--- src/rtl/alu_operand_sequencer.sv ---
`default_nettype none
// ============================================================================
// Module      : alu_operand_sequencer
// Description : Input-side front end for a small ALU board design. The user
//               sets the switches, then presses one push-button to load each
//               value in turn: operand A, operand B, and the ALU control code.
//               A fourth press returns to operand A entry.
//               The raw button is asynchronous and bouncy. It passes through
//               a 2-FF synchroniser and then a counter-based debouncer. Only
//               the 1->0 transition of the debounced level counts as a press.
// Ports       : i_clk        system clock
//               i_reset      asynchronous reset, active-high
//               i_key_n      raw push-button, active-low, async to i_clk
//               i_switches   operand / control source [N-1:0]
//               o_a          registered operand A [N-1:0]
//               o_b          registered operand B [N-1:0]
//               o_alu_ctrl   registered ALU control code [1:0]
//               o_valid      high while all three values are loaded (SHOW)
//               o_state      current FSM state encoding [1:0]
// Revision    : 1.0 - initial release
// ============================================================================
module alu_operand_sequencer #(
    parameter int N               = 4,
    parameter int DEBOUNCE_CYCLES = 500000
) (
    input  logic         i_clk,
    input  logic         i_reset,
    input  logic         i_key_n,
    input  logic [N-1:0] i_switches,
    output logic [N-1:0] o_a,
    output logic [N-1:0] o_b,
    output logic [1:0]   o_alu_ctrl,
    output logic         o_valid,
    output logic [1:0]   o_state
);

    localparam int               CNT_W    = $clog2(DEBOUNCE_CYCLES + 1);
    localparam logic [CNT_W-1:0] CNT_LAST = CNT_W'(DEBOUNCE_CYCLES - 1);

    typedef enum logic [1:0] {
        ST_ENTER_A  = 2'd0,
        ST_ENTER_B  = 2'd1,
        ST_ENTER_OP = 2'd2,
        ST_SHOW     = 2'd3
    } state_t;

    // ------------------------------------------------------------------
    // Synchroniser and debouncer state
    // ------------------------------------------------------------------
    logic             sync1_q;
    logic             sync2_q;
    logic             stable_q;
    logic             stable_d;
    logic [CNT_W-1:0] cnt_q;
    logic [CNT_W-1:0] cnt_d;
    logic             press_w;

    // ------------------------------------------------------------------
    // Sequencer state
    // ------------------------------------------------------------------
    state_t           state_q;
    state_t           state_d;
    logic [N-1:0]     a_q;
    logic [N-1:0]     a_d;
    logic [N-1:0]     b_q;
    logic [N-1:0]     b_d;
    logic [1:0]       ctrl_q;
    logic [1:0]       ctrl_d;
    logic             valid_q;
    logic             valid_d;

    // The synchroniser and the debounced level idle high, which means
    // "released". A key held through reset therefore goes through the
    // full debounce as a fresh press.
    always_ff @(posedge i_clk or posedge i_reset) begin
        if (i_reset) begin
            sync1_q  <= 1'b1;
            sync2_q  <= 1'b1;
            stable_q <= 1'b1;
            cnt_q    <= '0;
        end else begin
            sync1_q  <= i_key_n;
            sync2_q  <= sync1_q;
            stable_q <= stable_d;
            cnt_q    <= cnt_d;
        end
    end

    // A new level is accepted only after it has differed from the stable
    // level for DEBOUNCE_CYCLES consecutive cycles. Any return to the
    // stable level clears the partial count.
    always_comb begin
        stable_d = stable_q;
        cnt_d    = '0;
        if (sync2_q != stable_q) begin
            if (cnt_q == CNT_LAST) begin
                stable_d = sync2_q;
            end else begin
                cnt_d = cnt_q + CNT_W'(1);
            end
        end
    end

    // The press fires in the cycle whose closing edge moves the debounced
    // level from 1 to 0. The FSM then advances on that same edge.
    assign press_w = stable_q & ~stable_d;

    // ------------------------------------------------------------------
    // Sequencer FSM
    // ------------------------------------------------------------------
    always_ff @(posedge i_clk or posedge i_reset) begin
        if (i_reset) begin
            state_q <= ST_ENTER_A;
            a_q     <= '0;
            b_q     <= '0;
            ctrl_q  <= 2'b00;
            valid_q <= 1'b0;
        end else begin
            state_q <= state_d;
            a_q     <= a_d;
            b_q     <= b_d;
            ctrl_q  <= ctrl_d;
            valid_q <= valid_d;
        end
    end

    // The switches are sampled only on the advancing edge. The captured
    // values are kept until the next load of the same slot.
    always_comb begin
        state_d = state_q;
        a_d     = a_q;
        b_d     = b_q;
        ctrl_d  = ctrl_q;
        valid_d = valid_q;
        if (press_w) begin
            case (state_q)
                ST_ENTER_A: begin
                    a_d     = i_switches;
                    state_d = ST_ENTER_B;
                end
                ST_ENTER_B: begin
                    b_d     = i_switches;
                    state_d = ST_ENTER_OP;
                end
                ST_ENTER_OP: begin
                    ctrl_d  = i_switches[1:0];
                    valid_d = 1'b1;
                    state_d = ST_SHOW;
                end
                ST_SHOW: begin
                    valid_d = 1'b0;
                    state_d = ST_ENTER_A;
                end
                default: begin
                    valid_d = 1'b0;
                    state_d = ST_ENTER_A;
                end
            endcase
        end
    end

    assign o_a        = a_q;
    assign o_b        = b_q;
    assign o_alu_ctrl = ctrl_q;
    assign o_valid    = valid_q;
    assign o_state    = state_q;

endmodule
`default_nettype wire

--- config.mk ---
export PLATFORM = sky130hd
export DESIGN_NAME = alu_operand_sequencer
export DESIGN_NICKNAME = d
export VERILOG_FILES = /design/src/rtl/alu_operand_sequencer.sv
export SDC_FILE = /design/constraint.sdc
export NUM_CORES = 1
export LEC_CHECK = 0
export CORE_MARGIN = 2
export CORE_UTILIZATION = 35
export DETAILED_ROUTE_END_ITERATION = 8
export GPL_ROUTABILITY_DRIVEN = 0
export SYNTH_ARGS = -nofsm -noshare
export SYNTH_HDL_FRONTEND = slang
export SYNTH_SLANG_ARGS = --single-unit
--- constraint.sdc ---
create_clock -name i_clk -period 2.72 [get_ports i_clk]
set_clock_uncertainty 0.1 [all_clocks]
set_input_delay 0.408 -clock i_clk [delete_from_list [all_inputs] [get_ports i_clk]]
set_output_delay 0.408 -clock i_clk [all_outputs]
set_load 0.01 [all_outputs]
==> summary.txt, run 1 <==
Die Span X - 74.67 um
Clock power share - 44.4%
Core Rows - 25
CP Data Arrival Time - 2140 ps
Area Growth Syn to Fin - 19.83%
Number of global-route vias before repair - 1167
Endpoint type of the worst setup path - flop
Io pins - 20
Async S/R FF share, synth - 100.0%
CP startpoint kind - flop
Root Driver - clkbuf_8
H-tree levels - 2
Cell family with most CP delay - simple AND/OR/NAND/NOR gates
Worst r2r src - cnt_q[0]
Final wirelength - 3062 um
Bufs and invs on worst path - 0
Hold_ws - 261.6 ps
DRT antenna net count - 0
PwrDens - 517.8 nW/um^2
Worst Reg-to-Reg Cells - 5
Required time of the worst setup path - 2790 ps
# hold bufs at CTS - 0
Share of layout cells above drive strength 1 - 19.41%
Gate power share - 5.6%
CP startpoint - cnt_q[0]
Initial core utilization - 36.76%
Die height - 74.67 um
Max-slew violation count - 0
Crit path time final - 2066 ps
Avg Cell Area, Syn - 11.89 sq um
Setup bufs post-CTS - 0
Worst Hold Class - reg -> reg
Outcome - completed
Port Buffers - 19
Internal power - 862.3 uW
GRT Util Overall - 12.89%
R2r setup slk - 650 ps
Hold depth - 0
Hpwl dp - 2268 um
CP max stage cell - dfrtp_1
Fin crit share - 75.96%
Maximum VDD drop - 0.1800 mV
CTS resizes - 0
Final count of hold timing violations - 0
Leakage dissipation - 0.8855 nW
RSZ-0062 raised after global routing - no
Syn Nets - 160
First-pass GRT wire length - 5313 um
Post-Route Setup TNS - 0 ps
FF+latch count, synth - 35
Register area share after synthesis - 50.32%
CP max stage delay - 380 ps
Clock Latency Late Sink - 280 ps
Clock-pin slew on the worst setup and hold paths - 70 ps
CTS tree - yes
Worst-Margin Slew - 565.3 ps
WL/cell - 12.92 um
Number of CTS-inserted buffers - 5
Synth cell types - 33
CP Class - reg -> reg
Vias/cell - 4.911
Inserted Diodes - 0
Largest net degree at the start of global routing - 36
Sink Count - 35
Fmax - 0.4840 GHz
Total vias in the final route - 1164
Initial antenna violation count - 0
Switching share of power - 20.49%
RR Endpoint - o_state[1]
Core box area - 4755 sq um
Final nets - 182
Setup violators final - 0
Warnings, synthesis - 0
Sw power - 222.2 uW
Max cap viols - 0
Dominant synthesized flop cell - dfrtp_1
Min-delay src - sync1_q
Synth Cell Area - 1748 sq um
CP Cell Sequence - ha_1 -> and4_1 -> and4_4 -> and3_2 -> mux2_1
Total congestion overflow - 0
Worst slew margin - 62.03%
Pre-Repair DR Iteration Count - 4
Post-synth EDFFs - 0
DRC violations left - 0
Worst-case clock buffer depth - 2
Crit path max fanout - 7
Hold EP - sync2_q
Sequential power share - 50.0%
Cells after Synth - 147
Die area - 5576 sq um
DRT iter0 DRCs - 20
==> stage by stage <==
stage / std cells / power, mW / cell area [sq um] / worst slack [ps] / util, %
3_3_place_gp: 229 / 0.6128 / 1977 / 725.5 / 41.58
6_report: 237 / 1.084 / 2095 / 653.8 / 44.05
2_1_floorplan: 147 / 0.5836 / 1748 / 782.3 / -
3_5_place_dp: 229 / 0.6153 / 1977 / 651.7 / 41.58
4_1_cts: 237 / 1.103 / 2095 / 642.4 / 44.05
5_1_grt: 237 / 1.133 / 2095 / 522.1 / 44.05
==> Yosys cell counts, types with 3 or more instances <==
library cell	number	area, sq um
a21oi_1	6	30.03
buf_6	4	45.04
dfrtp_1	32	800.8
dfstp_2	3	78.83
ha_1	6	75.07
inv_1	6	22.52
mux2_2	11	123.9
nand2_1	9	33.78
nand3_1	5	25.02
nand4_1	3	18.77
nand4_4	4	85.08
nor2_1	16	60.06
o31ai_1	4	30.03
or4_1	4	30.03
xnor2_1	4	35.03
xor2_1	8	70.07
==> area by class of cell <==
type                    count  area, sq um
fillers                   462         2660
flip-flops and latches     35        879.6
multi-input cells         101        793.3
repair buffers             20        197.7
well taps                  67        83.83
clock buffers               6        82.58
clock inverters             2        35.03
inverters                   6        22.52
==> worst register-to-register path, stage by stage (launching register included) <==
cell	delay [ps]
dfrtp_1	380
ha_1	210
and4_1	350
and4_4	340
and3_2	250
mux2_1	330
==> state kept, by name (all words and copies together), names as in the netlist <==
signal,flops
cnt_q,19
o_b,4
sync2_q,1
o_alu_ctrl,2
o_valid,1
o_a,4
stable_q,1
sync1_q,1
o_state,2
==> how the worst max path moves through the flow <==
stage / endpoint / cells after the start / slack, ps
after floorplan: o_state[1] / 7 / 780
after global placement: o_state[1] / 5 / 730
after detailed placement: o_state[1] / 5 / 650
after CTS: o_state[1] / 5 / 640
after global routing: o_state[1] / 5 / 520
final: o_state[1] / 5 / 650
==> cell usage in the layout (no fill, tap or decap), drive strengths merged <==
cell,instances
mux2,12
nor2,16
a21o,1
o31ai,4
xor2,8
nand4,7
and3,2
inv,6
and2b,1
dfrtp,32
nand3,6
nor3,1
clkinv,1
clkbuf,6
dfstp,3
xnor2,4
nor4b,1
a22oi,1
or4,4
ha,6
a21oi,6
or3,2
mux2i,1
nor4,1
or2b,1
and2,2
nand2,9
o21ai,2
clkdlybuf4s50,19
bufinv,1
and4,3
buf,1
==> cells by family after synthesis <==
| family | after synthesis | share of synthesized area [%] |
|---|---|---|
| flip-flops | 35 | 50.32 |
| adder cells (fa/ha/maj) | 6 | 4.295 |
| AO/OA/AOI/OAI | 14 | 4.940 |
| AND/OR/NAND/NOR | 56 | 21.83 |
| buffers and inverters | 11 | 4.295 |
| XOR/XNOR | 12 | 6.013 |
| multiplexers | 13 | 8.304 |
==> power by group through the flow <==
stage	clock network, mW	registers [mW]	logic, mW
finish	0.481	0.543	0.0608
CTS	0.498	0.543	0.0627
detailed placement	0	0.553	0.0627
global placement	0	0.551	0.0615
floorplan	0	0.555	0.0290
global route	0.521	0.544	0.0677
==> metal layers <==
layer | track usage (%) | up-vias | routed length [um]
met1 | 14.09 | 579 | 1308
met3 | 4.552 | 6 | 128
met5 | 0 | - | 0
li1 | - | 554 | -
met2 | 22.71 | 25 | 1571
met4 | 5.357 | 0 | 54
(Power assumes the default switching activity.)
==> inputs of run 2 (changes only) <==
==> constraint.sdc (replaced) <==
create_clock -name i_clk -period 1.85 [get_ports i_clk]
set_clock_uncertainty 0.1 [all_clocks]
set_input_delay 0.2775 -clock i_clk [delete_from_list [all_inputs] [get_ports i_clk]]
set_output_delay 0.2775 -clock i_clk [all_outputs]
set_load 0.01 [all_outputs]
==> summary.txt, run 2 (synthesized netlist as in run 1, its figures left out) <==
H-tree levels - 2 (unchanged)
Maximum VDD drop - 0.2851 mV (+58%)
Sequential power share - 53.4% (+3.4 points)
Largest Register - cnt_q
Share of layout cells above drive strength 1 - 26.55% (+7.1 points)
Number of flip-flops in the largest register - 19 (unchanged)
Core Rows - 25 (unchanged)
WL/cell - 12.80 um (-0.90%)
Die height - 74.67 um (unchanged)
Final wirelength - 3124 um (+2.0%)
Core Util, Final - 45.63% (+1.6 points)
Io pins - 20 (unchanged)
Total vias in the final route - 1190 (+2.2%)
Hold depth - 0 (unchanged)
Most frequent cells in the layout - 32 x dfrtp_1, 19 x clkdlybuf4s50_1, 16 x nor2_1, 11 x mux2_2, 9 x nand2_1
DRT iter0 DRCs - 24 (+20%)
Core box area - 4755 sq um (unchanged)
Worst-Margin Slew - 446.2 ps (-119.2 ps)
Crit path time final - 1814 ps (-252.3 ps)
Initial core utilization - 36.76% (unchanged)
Vias/cell - 4.877 (-0.70%)
R2r setup slk - 40 ps (-620 ps)
Cell family with most CP delay - simple AND/OR/NAND/NOR gates
CP Cell Sequence - ha_2 -> and4_4 -> buf_4 -> nand2_1 -> or4_1 -> a21oi_1
Largest net degree at the start of global routing - 36 (unchanged)
Switching share of power - 21.08% (+0.60 points)
Number of global-route vias before repair - 1223 (+4.8%)
Initial antenna violation count - 0 (unchanged)
Area Growth Syn to Fin - 24.12%
First-pass GRT wire length - 5457 um (+2.7%)
Inserted Diodes - 0 (unchanged)
CP Class - reg -> reg
Max cap viols - 0 (unchanged)
Internal power - 1.179 mW (+37%)
Bufs and invs on worst path - 1 (+1)
Pre-Repair DR Iteration Count - 4 (unchanged)
Worst r2r src - cnt_q[0]
Sw power - 315.0 uW (+42%)
Total congestion overflow - 0 (unchanged)
Gate power share - 6.7% (+1.1 points)
CP Data Arrival Time - 1910 ps (-230 ps)
Root Driver - clkbuf_8
CP max stage delay - 510 ps (+130 ps)
DRT antenna net count - 0 (unchanged)
Outcome - completed
Final nets - 189 (+3.8%)
Crit path max fanout - 4 (-3)
Worst Hold Class - reg -> reg
Die Span X - 74.67 um (unchanged)
Endpoint type of the worst setup path - flop
Dpl cell area - 2024 sq um (+2.4%)
Worst slew margin - 70.26% (+8.2 points)
Final Instance Area - 2170 sq um (+3.6%)
Max-slew violation count - 0 (unchanged)
Fin crit share - 98.05% (+22 points)
GRT Util Overall - 13.07% (+0.18 points)
CP startpoint kind - flop
WP depth - 6 (+1)
Leakage dissipation - 0.9152 nW (+3.4%)
Required time of the worst setup path - 1950 ps (-840 ps)
DRC violations left - 0 (unchanged)
Die area - 5576 sq um (unchanged)
Clock-pin slew on the worst setup and hold paths - 70 ps (about the same)
Commonest non-fill, non-tap cell in the layout - dfrtp_1
Number of CTS-inserted buffers - 5 (unchanged)
Clock Latency Late Sink - 280 ps (about the same)
Final Power - 1.494 mW (+38%)
Hpwl dp - 2310 um (+1.9%)
Hold EP - sync2_q
Min-delay src - sync1_q
PwrDens - 688.7 nW/um^2 (+33%)
CTS tree - yes
Final count of hold timing violations - 0 (unchanged)
Worst Reg-to-Reg Cells - 6 (+1)
Fmax - 0.5513 GHz (+14%)
Port Buffers - 19 (unchanged)
Worst-case clock buffer depth - 2 (unchanged)
CP max stage cell - or4_1
RSZ-0062 raised after global routing - yes
Setup violators final - 0 (unchanged)
Sink Count - 35 (unchanged)
Clock power share - 39.9% (-4.5 points)
RR Endpoint - cnt_q[14]
[run 2: how the worst max path moves through the flow]
stage                             to  slack (ps)  startpoint
after floorplan           o_state[1]         -30    cnt_q[0]
after global placement    o_state[1]          20    cnt_q[1]
after detailed placement   cnt_q[14]         -50    cnt_q[1]
after CTS                  cnt_q[14]           7    cnt_q[0]
after global routing      o_state[1]         -30    cnt_q[7]
final                      cnt_q[14]          40    cnt_q[0]
[run 2: worst register-to-register path: cells and delay by family, from the launching register on]
kind                       cells  cell delay (ps)
buffers and inverters          1              130
and+or+nand+nor                3              800
adders and majority gates      1              190
DFF                            1              370
AOI/OAI and AO/OA              1              150
[run 2: cell type report]
class	instances	area [sq um]
inverters	6	22.52
clock buffers	8	100.1
fillers	456	2585
repair buffers	27	250.2
well taps	67	83.83
multi-input cells	101	833.3
flip-flops and latches	35	879.6
[run 2: per-layer routing]
layer	wire, um	up-vias	GRT usage [%]
met1	1427	586	15.59
li1	-	575	-
met5	0	-	0
met4	40	0	4.960
met3	119	5	4.016
met2	1536	24	22.22
[run 2: metrics by stage]
step	TNS [ps]	setup slack [ps]	std cells	hold slack, ps
floorplan	-28.07	-28.07	147	182.0
global placement	0	17.49	234	248.7
detailed placement	-81.55	-47.64	234	247.5
CTS	0	7.233	244	257.1
global route	-35.71	-28.63	244	264.7
finish	0	36.09	244	256.0
[run 2: power by group through the flow]
stage | sequential (mW) | clock [mW] | combinational (mW)
floorplan | 0.816 | 0 | 0.0429
global placement | 0.810 | 0 | 0.0937
detailed placement | 0.812 | 0 | 0.0963
CTS | 0.797 | 0.616 | 0.102
global route | 0.799 | 0.656 | 0.111
finish | 0.797 | 0.596 | 0.101
[run 2: timing repair]
item	4_1_cts	5_1_grt
cloned	0	0
setup buffers	2	0
pin swaps	1	2
gates resized for setup	1	7
hold buffers	0	0
endpoints found under the setup margin	6	27
==> inputs of run 3 (changes only) <==
--- a/config.mk
+++ b/config.mk
@@ -5,6 +5,7 @@
 export SDC_FILE = /design/constraint.sdc
 export NUM_CORES = 1
 export LEC_CHECK = 0
+export ABC_CLOCK_PERIOD_IN_PS = 1850
 export CORE_MARGIN = 2
 export CORE_UTILIZATION = 35
 export DETAILED_ROUTE_END_ITERATION = 8
==> results of run 3 <==
No change in the layout: final DEF, timing and power equal those of run 2.
